**src/rtl/press_recorder.sv**
```systemverilog
// press_recorder: captures Simon Says player presses into a sequence memory.
// Each stored word is {gap[IDX_W-3:0], code[1:0]}. Here gap is the number of
// RECORD cycles since the previous accepted press (or since start). The gap
// saturates at all-ones. The checker reads entries back through a registered
// read port.
module press_recorder #(
  parameter int DEPTH  = 256,
  parameter int ADDR_W = 8,
  parameter int IDX_W  = 12
) (
  input  logic              clk,
  input  logic              n_rst,
  input  logic              start,
  input  logic              stop,
  input  logic [ADDR_W:0]   target_len,
  input  logic [3:0]        btn,
  input  logic [ADDR_W-1:0] rd_addr,
  output logic [IDX_W-1:0]  rd_data,
  output logic [ADDR_W:0]   rec_count,
  output logic              busy,
  output logic              done,
  output logic              press_valid,
  output logic [1:0]        press_code,
  output logic              err_multi
);

  localparam logic [1:0] S_IDLE   = 2'd0;
  localparam logic [1:0] S_RECORD = 2'd1;
  localparam logic [1:0] S_DONE   = 2'd2;

  localparam logic [ADDR_W:0]  DEPTH_C = (ADDR_W+1)'(DEPTH);
  localparam logic [IDX_W-3:0] GAP_MAX = '1;

  logic [1:0]        state_q, state_d;
  logic [3:0]        btn_q;
  logic [ADDR_W:0]   rec_count_q, rec_count_d;
  logic [ADDR_W:0]   len_q, len_d;
  logic [IDX_W-3:0]  gap_q, gap_d;
  logic              press_valid_q, press_valid_d;
  logic [1:0]        press_code_q, press_code_d;
  logic              err_multi_q, err_multi_d;
  logic [IDX_W-1:0]  rd_data_q;
  logic [IDX_W-1:0]  mem_q [DEPTH];

  logic [3:0]        rise;
  logic              in_rec;
  logic              one_hot;
  logic              accept;
  logic              reject;
  logic [1:0]        code;
  logic [ADDR_W:0]   count_inc;

  // Map a one-hot rising-edge vector to its 2-bit button code
  function automatic logic [1:0] encode_btn(input logic [3:0] r);
    logic [1:0] c;
    c = 2'd0;
    if (r[1]) c = 2'd1;
    if (r[2]) c = 2'd2;
    if (r[3]) c = 2'd3;
    return c;
  endfunction

  assign rise      = btn & ~btn_q;
  assign in_rec    = (state_q == S_RECORD);
  assign one_hot   = (rise != 4'd0) && ((rise & (rise - 4'd1)) == 4'd0);
  // start wins over a coincident press, so the press is neither stored nor flagged
  assign accept    = in_rec && !start && one_hot && (btn == rise);
  assign reject    = in_rec && !start && (rise != 4'd0) && !accept;
  assign code      = encode_btn(rise);
  assign count_inc = rec_count_q + 1'b1;

  // Next-state logic for the FSM, counters and press/error flags
  always_comb begin
    state_d       = state_q;
    rec_count_d   = rec_count_q;
    len_d         = len_q;
    gap_d         = gap_q;
    press_valid_d = accept;
    press_code_d  = accept ? code : press_code_q;
    err_multi_d   = reject;
    if (start) begin
      rec_count_d = '0;
      gap_d       = '0;
      len_d       = (target_len > DEPTH_C) ? DEPTH_C : target_len;
      state_d     = (target_len == '0) ? S_DONE : S_RECORD;
    end else if (in_rec) begin
      if (accept) begin
        rec_count_d = count_inc;
        gap_d       = '0;
      end else if (gap_q != GAP_MAX) begin
        gap_d = gap_q + 1'b1;
      end
      // A press coinciding with stop is still stored before leaving RECORD
      if ((accept && (count_inc == len_q)) || stop) begin
        state_d = S_DONE;
      end
    end
  end

  // Control and output registers, asynchronously cleared
  always_ff @(posedge clk or negedge n_rst) begin
    if (!n_rst) begin
      state_q       <= S_IDLE;
      btn_q         <= 4'd0;
      rec_count_q   <= '0;
      len_q         <= '0;
      gap_q         <= '0;
      press_valid_q <= 1'b0;
      press_code_q  <= 2'd0;
      err_multi_q   <= 1'b0;
      rd_data_q     <= '0;
    end else begin
      state_q       <= state_d;
      btn_q         <= btn;
      rec_count_q   <= rec_count_d;
      len_q         <= len_d;
      gap_q         <= gap_d;
      press_valid_q <= press_valid_d;
      press_code_q  <= press_code_d;
      err_multi_q   <= err_multi_d;
      rd_data_q     <= mem_q[rd_addr];
    end
  end

  // Sequence memory write; contents survive reset
  always_ff @(posedge clk) begin
    if (accept) begin
      mem_q[rec_count_q[ADDR_W-1:0]] <= {gap_q, code};
    end
  end

  assign rd_data     = rd_data_q;
  assign rec_count   = rec_count_q;
  assign busy        = (state_q == S_RECORD);
  assign done        = (state_q == S_DONE);
  assign press_valid = press_valid_q;
  assign press_code  = press_code_q;
  assign err_multi   = err_multi_q;

endmodule

```
**config.mk**
```make
export PLATFORM = sky130hd
export DESIGN_NAME = press_recorder
export DESIGN_NICKNAME = d
export VERILOG_FILES = /design/src/rtl/press_recorder.sv
export SDC_FILE = /design/constraint.sdc
export NUM_CORES = 2
export LEC_CHECK = 0
export CORE_UTILIZATION = 50
export CTS_BUF_LIST = sky130_fd_sc_hd__clkbuf_4 sky130_fd_sc_hd__clkbuf_8
export DETAILED_ROUTE_END_ITERATION = 7
export DONT_BUFFER_PORTS = 1
export GPL_ROUTABILITY_DRIVEN = 0
export PLACE_DENSITY_LB_ADDON = 0.2
export SLEW_MARGIN = 10
export SYNTH_ARGS = -nofsm -noshare
export SYNTH_HDL_FRONTEND = slang
export SYNTH_SLANG_ARGS = --single-unit
```
**constraint.sdc**
```tcl
create_clock -name clk -period 25.9 [get_ports clk]
set_clock_uncertainty 0.15 [all_clocks]
set_input_delay 1.295 -clock clk [delete_from_list [all_inputs] [get_ports clk]]
set_output_delay 1.295 -clock clk [all_outputs]
set_load 0.05 [all_outputs]
```
==> flow_results.org <==
** Run status
- The run finished with clean final reports.

** Synth
- The most used flip-flop cell after synthesis is sky130_fd_sc_hd__edfxtp_1.
- Top cell type by total area after synthesis :: sky130_fd_sc_hd__edfxtp_1
- Synthesized netlist cell count :: 5,804
- Number of warnings issued by yosys :: 0
- Unique masters post-synth :: 62
- Yosys attributes the largest share of cell area to sky130_fd_sc_hd__edfxtp_1, sky130_fd_sc_hd__mux4_2, sky130_fd_sc_hd__mux2i_1, sky130_fd_sc_hd__o221ai_1, sky130_fd_sc_hd__dfrtp_1.
- Ranked by instance count, the synthesized netlist is headed by sky130_fd_sc_hd__edfxtp_1, sky130_fd_sc_hd__mux4_2, sky130_fd_sc_hd__mux2i_1.
- Among all cell types in the netlist, the one instantiated most often is sky130_fd_sc_hd__edfxtp_1.
- In this run the cell area of the synthesized design comes to 0.121 mm².
- Syn_area_per_cell :: 20.9 µm²
- Flop and latch count out of synthesis :: 3,122
- Register area share after synthesis :: 77.1%
- The number of nets in the synthesized netlist is 5,834.
- After synthesis, the share of flip-flops with an asynchronous set or reset is 1.60%.
- Counting flops with a built-in enable in the synthesized netlist gives 3,072.
- Top-area cell type share of the netlist area :: 76.1%

** Pwr
- Logic pwr share :: 4.5%
- For this design the static power due to leakage is 0.0432 µW.
- In this run the power spent charging and discharging nets is 2220 µW.
- In this run the power density over the cells is between 70 and 80 mW/mm².
- Switching part of the total :: approximately 22%
- Clock share of power :: 39.6%
- In this run, flip-flops and latches consume 55.9% of the power.
- The internal power of the cells totals 7790 µW.
- Maximum vdd drop :: just over 0.00005 V

** Drt
- Wire per inst :: 33.1 µm
- After detailed routing, the number of remaining DRC violations is 0.
- The detail route stage leaves a number of antenna-violating nets equal to 0.
- DR pass1 iterations :: 5
- After the first detailed-routing iteration, the DRC count stood at 7,485.
- After detailed routing, the number of vias per cell comes to approximately 6.3.
- Number of vias in the routed layout :: a little over 60,000
- Wire length reported by the detailed router :: 320 mm

** Floorplanning
- Width of the die :: 494 µm
- Die ar. :: about 0.24 mm²
- between 50 and 60 I/O pins were placed.
- Core Area :: 0.241 mm²
- Die Span Y :: 494 µm
- Initial Util :: 50.3%
- The floorplan has 180 rows.

** Finish
- The multi-input combinational cells in the finished layout cover a total of 0.0258 mm².
- Counting the fill cells in the layout gives 17,900.
- Registers take a little over 0.09 mm².
- Share of layout cells above drive strength 1 :: around a quarter
- After the last flow step, the layout net total stands at 6,134.
- Synthesis-to-finish area growth :: 10.7%

** Timing
- Adding up every negative setup slack in the final design gives 0 ns.
- Setup repair after global routing left no endpoint under its margin.
- Dividing the final minimum period by the clock period gives 25.1%.
- Relative slew slack :: 10.4%
- Highest attainable clock frequency :: 154 MHz
- Hold is met by between 0.1 and 0.15 ns.
- Final number of max-transition violations :: 0
- Measured slew at the worst slew-check pin :: about 1.3 ns
- Setup violations remaining at the end of the flow were counted as 0.
- After layout, the minimum clock period comes to 6.51 ns.
- The number of endpoints with negative hold slack in the final report was 0.

** Critical path
- The worst setup path is launched from a primary input.
- Crit Path Category :: primary input to flop
- In this design, the stage delay of the slowest critical-path cell is 0.73 ns.
- Max Fanout on Critical Path :: approximately 140
- The critical path goes through buf_16, buf_16, buf_16, or2_4, buf_4, buf_4, o221ai_1, o22ai_1, nor3_1, a31oi_1, nor4b_1, buf_4, nor4_1.
- Critical path's top delay family :: buffers and inverters
- Kind of capture point of the worst setup path :: flop
- STA puts the critical path data required time at 26.73 ns.
- The critical path contains buffers and inverters numbering 6 combined.
- Data arrival time at the worst-slack endpoint :: approximately 7.3 ns
- Among all stages on the critical path, the largest delay is contributed by sky130_fd_sc_hd__buf_4.
- For flop-to-flop paths, the worst setup slack is roughly 21 ns.

** GRT
- The first global-routing pass estimated 454 mm of wire.
- The initial antenna violation count was 20.
- Entering global routing, the biggest net connects approximately 570 pins.
- Total routing usage reported by global routing :: 26.3%
- The number of global-route vias before repair was around 61,000.
- Global routing finished with a remaining overflow of 0.

** Clock tree
- The H-tree generated during clock tree synthesis spans 5 levels.
- Clk_lat worst skew :: 1.12 ns
- CTS tree :: done
- Clock root buffer master :: sky130_fd_sc_hd__clkbuf_8
- Clock transition at the registers of the reported paths :: 0.06 ns
- For this design, the sink count on the clock tree is around 3,100.
- Total CTS buffers :: slightly below 500
- Maximum root-to-sink buffer count :: 4

** Place
- After legalization and detailed placement, the total HPWL measured 183 mm.
- I/O Buffers :: 0

** Job
- Across the run, the number of max-cap violations was 0.

** Hold path
- Hold Path Class :: primary input to flop
[registers in the layout, summed over array words and instances (netlist names)]
signal       count
len_q            9
rd_data         12
gap_q           10
err_multi        1
mem_q         3072
btn_q            4
press_code       2
rec_count        9
state_q          2
press_valid      1
[per-layer routing]
layer  share of wire [%]  vias to the layer above  global-route usage (%)
li1                    -                    25100                       -
met1                  40                    32400                    37.2
met2                  47                     3319                    40.6
met3                 9.5                      570                    5.49
met4                 3.5                        6                    9.57
met5              0.0075                        -                       0
[cell usage in the layout (no fill, tap or decap), types with 9 or more instances in the layout]
cell and instances:
sky130_fd_sc_hd__edfxtp_1 3072, sky130_fd_sc_hd__mux4_2 611, sky130_fd_sc_hd__clkbuf_8 517, sky130_fd_sc_hd__mux2i_1 437, sky130_fd_sc_hd__nor2_1 253, sky130_fd_sc_hd__o221ai_1 159
sky130_fd_sc_hd__clkbuf_4 158, sky130_fd_sc_hd__a21oi_1 144, sky130_fd_sc_hd__buf_4 129, sky130_fd_sc_hd__clkinv_1 127, sky130_fd_sc_hd__o22ai_1 106, sky130_fd_sc_hd__nand2_1 89
sky130_fd_sc_hd__nor3_1 86, sky130_fd_sc_hd__clkinv_2 57, sky130_fd_sc_hd__nor2_2 47, sky130_fd_sc_hd__o21ai_0 42, sky130_fd_sc_hd__dfrtp_1 40, sky130_fd_sc_hd__a22oi_1 30
sky130_fd_sc_hd__nor2b_1 22, sky130_fd_sc_hd__a211oi_1 21, sky130_fd_sc_hd__nand3_1 20, sky130_fd_sc_hd__or3_1 17, sky130_fd_sc_hd__inv_1 15, sky130_fd_sc_hd__mux2_2 14
sky130_fd_sc_hd__o311ai_0 14, sky130_fd_sc_hd__and2_1 13, sky130_fd_sc_hd__nand2b_1 13, sky130_fd_sc_hd__nand3_2 12, sky130_fd_sc_hd__buf_16 12, sky130_fd_sc_hd__diode_2 11
sky130_fd_sc_hd__o32ai_1 11, sky130_fd_sc_hd__o41ai_1 11, sky130_fd_sc_hd__a31oi_1 10, sky130_fd_sc_hd__o22a_1 10, sky130_fd_sc_hd__dfrtp_4 10, sky130_fd_sc_hd__a211o_1 9
sky130_fd_sc_hd__o31ai_1 9, sky130_fd_sc_hd__and3_1 9, sky130_fd_sc_hd__nand3b_1 9
[path summary, 6_finish.rpt]
check,start,to,cells after the start
worst max-delay path,rd_addr[1],rd_data[10]$_DFF_PN0_,13
worst min-delay path,start,len_q[4]$_DFFE_PN0P_,1
worst max register to register,btn_q[3]$_DFF_PN0_,mem_q[99][4]$_DFFE_PP_,8
worst min register to register,len_q[8]$_DFFE_PN0P_,len_q[8]$_DFFE_PN0P_,1
max in group asynchronous,n_rst,gap_q[4]$_DFFE_PN0P_,2
min in group asynchronous,n_rst,rd_data[11]$_DFF_PN0_,2
[logic make-up after synthesis]
group,Yosys count,synth area share [%]
DFF,3122,77.1
adders and majority gates,5,0.0516
xor gates and xnor gates,9,0.0650
and+or+nand+nor,624,2.30
muxes,1062,15.1
buffers and inverters,364,1.76
AOI/OAI and AO/OA,618,3.58
[what timing repair did]
item / CTS / global route
gates resized for setup: 0 / 0
setup buffers: 0 / 0
endpoints found under the hold margin: 54 / 0
hold buffers: 6 / 0
[power by group through the flow]
stage                     registers [µW]  clock network (µW)  logic [µW]
final                               5600                3960         449
after global routing                5600                4220         468
after CTS                           5600                4010         425
after detailed placement            5700                   0         421
after global placement              5700                   0         418
after floorplan                     5720                   0         277
[final cells by class]
| type | count | area share (%) |
|---|---|---|
| antenna | 11 | 0.0205 |
| clock buffer | 675 | 6.19 |
| clock inverter | 198 | 0.698 |
| inverter | 19 | 0.0588 |
| multi-input combinational | 2318 | 19.3 |
| sequential | 3122 | 69.7 |
| tap | 3185 | 2.97 |
| timing repair buffer | 152 | 1.08 |
[per-stage QoR]
stage	total power, µW	cell area, µm²	cells	setup slack (ns)	util (%)
final	10000	134000	9680	19.39	55.7
after global routing	10300	134000	9673	19.27	55.7
after CTS	10000	134000	9662	20.90	55.6
after detailed placement	6120	125000	8783	19.79	51.7
after global placement	6120	124000	8779	19.72	51.7
after floorplan	6000	121000	5804	12.11	-
No activity file was read; power rests on OpenSTA's default activity.
